--- config.mk ---
export PLATFORM = sky130hd
export DESIGN_NAME = instr_sequencer
export DESIGN_NICKNAME = d
export VERILOG_FILES = /design/src/rtl/instr_sequencer.sv
export SDC_FILE = /design/constraint.sdc
export NUM_CORES = 1
export LEC_CHECK = 0
export CORE_UTILIZATION = 50
export CTS_BUF_LIST = sky130_fd_sc_hd__clkbuf_4 sky130_fd_sc_hd__clkbuf_8
export DETAILED_ROUTE_END_ITERATION = 7
export PLACE_DENSITY_LB_ADDON = 0.08
export SLEW_MARGIN = 20
export SYNTH_ARGS = -nofsm -noshare
export SYNTH_HDL_FRONTEND = slang
export SYNTH_SLANG_ARGS = --single-unit
--- constraint.sdc ---
create_clock -name clock -period 8.1 [get_ports clock]
set_clock_uncertainty 0.2 [all_clocks]
set_input_delay 1.62 -clock clock [delete_from_list [all_inputs] [get_ports clock]]
set_output_delay 1.62 -clock clock [all_outputs]
set_load 0.02 [all_outputs]
--- src/rtl/instr_sequencer.sv ---
// Instruction sequencer: issues program words on iin for SLOT_CYCLES each and captures bus_in into a 4-deep FWFT FIFO.
// Optional INSTR_SEQ_DROP_EN: discard samples on a full FIFO instead of stalling.
module instr_sequencer #(
    parameter int          DEPTH       = 16,
    parameter int          SLOT_CYCLES = 4,
    parameter logic [15:0] HALT_WORD   = 16'hFFFF,
    parameter logic [15:0] NOP_WORD    = 16'h0000
) (
    input  logic                     clock,
    input  logic                     resetn,
    input  logic                     start,
    input  logic                     load_en,
    input  logic [$clog2(DEPTH)-1:0] load_addr,
    input  logic [15:0]              load_data,
    output logic [15:0]              iin,
    input  logic [15:0]              bus_in,
    output logic                     result_valid,
    output logic [15:0]              result_data,
    input  logic                     result_ready,
    output logic                     busy,
    output logic                     done,
    output logic [$clog2(DEPTH)-1:0] pc,
    output logic [7:0]               drop_cnt
);
    localparam int AW = $clog2(DEPTH);
    localparam int SW = $clog2(SLOT_CYCLES);

    typedef enum logic [1:0] {IDLE, ISSUE, STALL, DONE} state_t;

    state_t        state;
    logic [15:0]   mem [DEPTH];
    logic [SW-1:0] slot;
    logic [15:0]   fifo [4];
    logic [1:0]    rd_ptr, wr_ptr;
    logic [2:0]    count;

    logic          idle_like, wr_ok, pop, space, sample, stall_push, push, advance;
    logic          wrap, halt_nxt, start_halt;
    logic [AW-1:0] pc_nxt;
    logic [15:0]   push_data;

    assign idle_like    = (state == IDLE) || (state == DONE);
    assign wr_ok        = load_en && idle_like;
    assign result_valid = (count != 3'd0);
    assign result_data  = fifo[rd_ptr];
    assign pop          = result_valid && result_ready;
    assign space        = (count != 3'd4) || pop;
    assign sample       = (state == ISSUE) && (slot == SW'(SLOT_CYCLES - 1));
    assign pc_nxt       = pc + AW'(1);
    assign wrap         = (pc == AW'(DEPTH - 1));
    assign halt_nxt     = (mem[pc_nxt] == HALT_WORD);
    // A same-cycle load to address 0 must be visible to the start decision.
    assign start_halt   = ((wr_ok && load_addr == '0) ? load_data : mem[0]) == HALT_WORD;

    assign iin  = (state == ISSUE) ? mem[pc] : NOP_WORD;
    assign busy = (state == ISSUE) || (state == STALL);
    assign done = (state == DONE);

`ifdef INSTR_SEQ_DROP_EN
    assign stall_push = 1'b0;
    assign push       = sample && space;
    assign push_data  = bus_in;
    assign advance    = sample;

    always_ff @(posedge clock or negedge resetn) begin
        if (!resetn)
            drop_cnt <= 8'd0;
        else if (sample && !space && drop_cnt != 8'hFF)
            drop_cnt <= drop_cnt + 8'd1;
    end
`else
    logic [15:0] hold;

    assign stall_push = (state == STALL) && space;
    assign push       = (sample && space) || stall_push;
    assign push_data  = (state == STALL) ? hold : bus_in;
    assign advance    = (sample && space) || stall_push;
    assign drop_cnt   = 8'd0;

    always_ff @(posedge clock or negedge resetn) begin
        if (!resetn)
            hold <= 16'd0;
        else if (sample && !space)
            hold <= bus_in;
    end
`endif

    // Program memory is intentionally not reset.
    always_ff @(posedge clock) begin
        if (wr_ok)
            mem[load_addr] <= load_data;
    end

    always_ff @(posedge clock) begin
        if (push)
            fifo[wr_ptr] <= push_data;
    end

    always_ff @(posedge clock or negedge resetn) begin
        if (!resetn) begin
            rd_ptr <= 2'd0;
            wr_ptr <= 2'd0;
            count  <= 3'd0;
        end else begin
            if (push)
                wr_ptr <= wr_ptr + 2'd1;
            if (pop)
                rd_ptr <= rd_ptr + 2'd1;
            count <= count + {2'd0, push} - {2'd0, pop};
        end
    end

    always_ff @(posedge clock or negedge resetn) begin
        if (!resetn) begin
            state <= IDLE;
            pc    <= '0;
            slot  <= '0;
        end else begin
            case (state)
                IDLE, DONE: begin
                    if (start) begin
                        pc    <= '0;
                        slot  <= '0;
                        state <= start_halt ? DONE : ISSUE;
                    end
                end
                ISSUE, STALL: begin
                    if (advance) begin
                        pc    <= pc_nxt;
                        slot  <= '0;
                        state <= (wrap || halt_nxt) ? DONE : ISSUE;
                    end else if (sample) begin
                        state <= STALL;
                    end else if (state == ISSUE) begin
                        slot <= slot + SW'(1);
                    end
                end
                default: state <= IDLE;
            endcase
        end
    end
endmodule

==> results of run 1 <==
## cells by family after synthesis
kind of cell | synth area share (%)
simple gates | 6.99
other cells | 0.0256
flops | 70.8
compound gates | 1.15
buf+inv | 2.00
xor+xnor | 0.478
fa+ha+maj | 1.07
mux | 17.5
## final cells by class
class	instances	area (um2)	share of cell area [%]
Timing Repair Buffer	108	1010	5.88
Multi-Input combinational cell	368	4050	23.6
Clock inverter	35	328	1.91
Tap cell	384	480	2.80
Clock buffer	67	853	4.98
Sequential cell	351	10400	60.6
Inverter	9	33.8	0.197
## cells in the final DEF, fill, tap and decap left out, drive strengths merged, types with 10 or more instances in the layout
cell,n
dfrtp,31
o21ai,11
nand3,11
nor2,24
clkbuf,67
mux4,96
ha,11
clkinv,24
mux2,34
nor4,10
buf,29
nand4b,10
and2,21
clkdlybuf4s50,79
nand2,19
nor3,16
edfxtp,320
nand4,54
## state kept, by name, summed over array words and instances (netlist names)
name and cells:
mem 256, state 2, wr_ptr 2, pc 4
count 3, rd_ptr 2, slot 2, hold 16
fifo 64
## report_power, final
group / total (uW) / leakage, uW / internal, uW / switching (uW)
registers: 2170 / 0.00329 / 2060 / 105
logic: 897 / 0.00155 / 447 / 449
clock network: 1590 / 0.000614 / 893 / 693
## per-stage QoR
stage | total power, uW | utilization [%] | setup slack [ps]
CTS | 4690 | 59.6 | 2020
floorplan | 2750 | - | 3910
finish | 4650 | 59.6 | 2090
global placement | 3090 | 55.5 | 2690
global route | 4820 | 59.6 | 1850
detailed placement | 3110 | 55.5 | 2660
## metal layers
layer / track usage (%) / vias up / wire [um]
met1: 35.2 / 4345 / 15100
met3: 5.09 / 99 / 3210
met2: 42.6 / 501 / 18400
met5: 0 / - / 0
li1: - / 3437 / -
met4: 10.4 / 0 / 1500
## how the worst max path moves through the flow
stage	slack, ps	startpoint	to
finish	2090	pc[0]	iin[4]
global route	1850	pc[0]	iin[9]
CTS	2020	pc[0]	iin[4]
detailed placement	2660	pc[0]	iin[4]
global placement	2690	pc[0]	iin[10]
floorplan	3910	load_addr[0]	state[1]
## worst reg2reg max path: stages, from the launching register on
cell     delay (ps)
dfrtp_1         420
inv_1            70
ha_1            710
a21oi_1         160
nor2_1          640
inv_1           210
ha_1            320
inv_1            60
ha_1            140
inv_1            60
fa_1            400
xnor2_1         190
xnor2_1         140
==> impl_metrics.csv, run 1 <==
group,metric,value,unit
outcome,status,"complete, no violations",
pwr,power.density,271,mW/mm2
cts,path_clk_slew,70,ps
timing,finalCriticalPeriod,6010,ps
detailed_routing,via_per_inst,6.34,
die,fp-row-count,62,
detailed_routing,wl,38.2,mm
setup_path,cpMostUsedCell,"mux4_2",
setup_path,rrSetupSlack,4310,ps
setup_path,crit_buf_inv,2,
setup_path,cp_cell_sequence,"buf_4, mux4_2, mux4_2, and2_1, clkdlybuf4s50_1",
timing,tightest_slew,1120,ps
setup_path,r2r-start,"state[1]",
logic_synthesis,syn_area,0.0147,mm2
timing,final.setup.tns,0,ps
final_layout,drive_gt1_share,28.4,%
final_layout,final_cell_area,0.0171,mm2
pwr,ir_worst_vdd,0.140,mV
cts,cts_tree,"done",
grt,grt_pass1_wl,57.4,mm
logic_synthesis,synth.distinct_cells,40,
cts,hold_buffers,0,
setup_path,end_kind,"primary output",
timing,whs,296,ps
die,fp.coreArea,0.0288,mm2
die,dieArea,0.0300,mm2
setup_path,crit_cells,5,
cts,htreeDepth,2,
setup_path,cp_slowest_stage_delay,1000,ps
grt,grt_usage,26.2,%
die,fp.dieW,173,um
logic_synthesis,synthTopCellsByCount,"edfxtp_1 (320), mux4_2 (96), nand4_1 (54), mux2_2 (34), dfrtp_1 (31)",
logic_synthesis,avgSynthCellArea,19.3,um2
setup_path,crit_type,"flip-flop to primary output",
grt,overflow,0,
hold_path,hold_path_class,"flip-flop to flip-flop",
hold_path,hold_path_startpoint,"count[2]",
final_layout,design.final.nets,946,
grt,grt_pass1_vias,8662,
final_layout,diodes,0,
die,io_pins,88,
place,gp_congestion,0.982,
setup_path,required,6280,ps
detailed_routing,drc,0,
timing,slew-limit-headroom,25.6,%
logic_synthesis,yosysWarnings,0,
setup_path,critPathTopFamily,"buffers and inverters",
timing,rsz0062_at_grt,"false",
cts,cts-root-buf,"clkbuf_8",
grt,grt_max_degree,50,
logic_synthesis,synth_cells,762,
setup_path,r2r_cells,12,
setup_path,crit_path_start_kind,"flip-flop",
hold_path,holdPathEnd,"count[2]",
detailed_routing,wl_per_cell,28.9,um
logic_synthesis,async_reset_ff_share,8.83,%
hold_path,holdPathStages,1,
cts,cts_sinks,351,
logic_synthesis,yosysTopAreaCellShare,65.5,%
setup_path,critPathMaxFanout,49,
logic_synthesis,synth_edf_count,320,
pwr,leakagePower,0.00545,uW
cts,clk_latency,600,ps
place,dp_hpwl,27.0,mm
logic_synthesis,ys_ff_latch,351,
job,cap_violations,0,
cts,numCtsBuffers,55,
final_layout,fin_cells,1322,
cts,cts_setup_buffers,0,
setup_path,crit_slowest_cell,"dfrtp_4",
grt,antenna_found_initial,0,
place,dp.cells,1220,
final_layout,area_delta_synth_final,16.9,%
logic_synthesis,synth.most_common_cell,"edfxtp_1",
die,start_util,51.0,%
logic_synthesis,synth_area_leaders,"edfxtp_1 (66%), mux4_2 (15%), dfrtp_1 (5.3%)",
detailed_routing,first_pass_iters,5,
timing,finalMaxSlewViolations,0,
setup_path,worstPathArrival,4190,ps
logic_synthesis,yosysTopAreaCell,"edfxtp_1",
place,portBuffers,79,
timing,clock.fmax,166,MHz
detailed_routing,vias,8382,
timing,setup_viol_count_final,0,
die,die_h,173,um
logic_synthesis,synth_ff_type,"edfxtp_1",
timing,hold_viol_final,0,
final_layout,fillCellCount,2126,
logic_synthesis,synth-seq-area-share,70.8,%
detailed_routing,initialDrtViolationCount,951,
timing,timing.final.crit_share,74.2,%
cts,cts_resized,0,
cts,cts_buffer_depth,3,
detailed_routing,drtAntennaViolNets,0,
setup_path,r2r_end,"count[2]",
place,place_area,0.0160,mm2
Power figures use the tool's default switching activity.
==> inputs of run 2 (changes only) <==
Clock period 8.1 ns to 5.25 ns, I/O delays scaled along.
==> run 2 against run 1 <==
Net effect:
- cell count is 0.15% lower
- wire length is 3.2% lower
- cell area is 0.47% lower
- combinational power is 58% higher
- register-to-register slack worse by 2400 ps
- largest cell class unchanged
- sequential share of layout area is 0.29 points higher
==> impl_metrics.csv, run 2 (synthesis results as in run 1) <==
group,metric,value,unit
timing,setup_viol_count_final,0,
timing,rsz0062_at_grt,"false",
final_layout,drive_gt1_share,28.1,%
timing,final.setup.tns,0,ps
timing,hold_viol_final,0,
grt,antenna_found_initial,3,
setup_path,critPathMaxFanout,25,
die,dieArea,0.0300,mm2
detailed_routing,drc,0,
final_layout,final_common_cell,"edfxtp_1",
timing,timing.final.crit_share,91.0,%
grt,overflow,0,
die,start_util,51.0,%
final_layout,diodes,0,
cts,hold_buffers,0,
grt,grt_pass1_vias,8474,
die,fp-row-count,62,
timing,finalCriticalPeriod,4780,ps
die,fp.coreArea,0.0288,mm2
hold_path,hold_path_class,"flip-flop to flip-flop",
setup_path,end_kind,"primary output",
setup_path,required,4000,ps
detailed_routing,initialDrtViolationCount,881,
final_layout,area_delta_synth_final,16.3,%
timing,worst_slack,471,ps
cts,path_clk_slew,60,ps
final_layout,design.final.nets,947,
setup_path,worstPathArrival,3530,ps
detailed_routing,wl_per_cell,28.0,um
pwr,leakagePower,0.00542,uW
final_layout,layout.area.seq,0.0104,mm2
die,die_h,173,um
place,dp_hpwl,26.0,mm
cts,clk_latency,580,ps
cts,cts_tree,"done",
die,fp.dieW,173,um
outcome,status,"complete, no violations",
grt,grt_pass1_wl,55.5,mm
pwr,ir_worst_vdd,0.187,mV
place,gp_congestion,0.953,
timing,slew-limit-headroom,24.8,%
place,pre_cts_ws,1060,ps
grt,grt_max_degree,32,
place,portBuffers,79,
detailed_routing,drtAntennaViolNets,0,
cts,cts_sinks,351,
cts,cts_setup_buffers,0,
detailed_routing,first_pass_iters,5,
timing,tightest_slew,1130,ps
final_layout,largest_reg_flops,256,
die,io_pins,88,
timing,clock.fmax,209,MHz
final_layout,fillCellCount,2127,
setup_path,crit_path_start_kind,"flip-flop",
pwr,power.density,407,mW/mm2
final_layout,largest-register,"mem",
grt,grt_usage,25.4,%
cts,cts_buffer_depth,3,
timing,finalMaxSlewViolations,0,
cts,numCtsBuffers,55,
detailed_routing,wl,37.0,mm
final_layout,reg_top3,"mem (256), fifo (64), hold (16)",
cts,cts-root-buf,"clkbuf_8",
cts,htreeDepth,2,
final_layout,mostFrequentLayoutCells,"edfxtp_1 (320), mux4_2 (96), clkdlybuf4s50_1 (79)",
detailed_routing,vias,8181,
timing,whs,288,ps
final_layout,multi_input_area,0.00405,mm2
detailed_routing,via_per_inst,6.20,
job,cap_violations,0,
cts,cts_resized,0,
setup_path,crit_type,"flip-flop to primary output",
## run 2: cell types whose count changed in the layout (fill, tap and decap cells not counted), sizes merged
| cell | previous run | this run |
|---|---|---|
| buf | 29 | 30 |
| bufinv | 6 | 1 |
| clkbuf | 67 | 74 |
| clkinv | 24 | 22 |
| clkinvlp | 5 | 1 |
| inv | 9 | 10 |
## run 2: through the flow
stage	total power, uW	std cells	util [%]	cell area, um2
final	6950	1320	59.3	17100
after global routing	7220	1320	59.3	17100
after CTS	7010	1320	59.3	17100
after detailed placement	4820	1221	55.6	16000
after global placement	4780	1221	55.6	16000
after floorplan	4250	769	-	14700
## run 2: worst max-delay path, cell delays in order, from the launching register on
cell and delay (ps):
dfrtp_4 690, buf_4 400, mux4_2 560, mux4_2 530, and2_1 190, clkdlybuf4s50_1 540
## run 2: area by class of cell
type / instances / share of cell area, %
multi-input combinational: 368 / 23.8
inverter: 9 / 0.198
clock buffer: 74 / 5.38
clock inverter: 25 / 0.858
timing repair buffer: 109 / 6.10
tap: 384 / 2.82
sequential: 351 / 60.9
## run 2: final timing paths
kind                               start  endpoint  slack (ps)  cells past startpoint
worst max register to register  state[1]  count[2]        1920                     13
worst max-delay path               pc[0]   iin[11]         470                      5
worst min register to register  count[2]  count[2]         290                      1
worst min-delay path            count[2]  count[2]         290                      1
max in group asynchronous         resetn     pc[0]        3810                      2
min in group asynchronous         resetn  hold[10]         690                      2
## run 2: routing by layer
metal / share of wire [%] / track usage (%) / wire (um)
met5: 0.070 / 0 / 26
met4: 4.3 / 11.5 / 1600
met3: 8.8 / 6.03 / 3270
met2: 49 / 41.1 / 18000
met1: 38 / 33.0 / 14100
## run 2: report_power, final
group          total, uW  internal (uW)  switching [uW]
sequential          3330           3190             139
clock               2200           1190            1020
combinational       1420            700             720
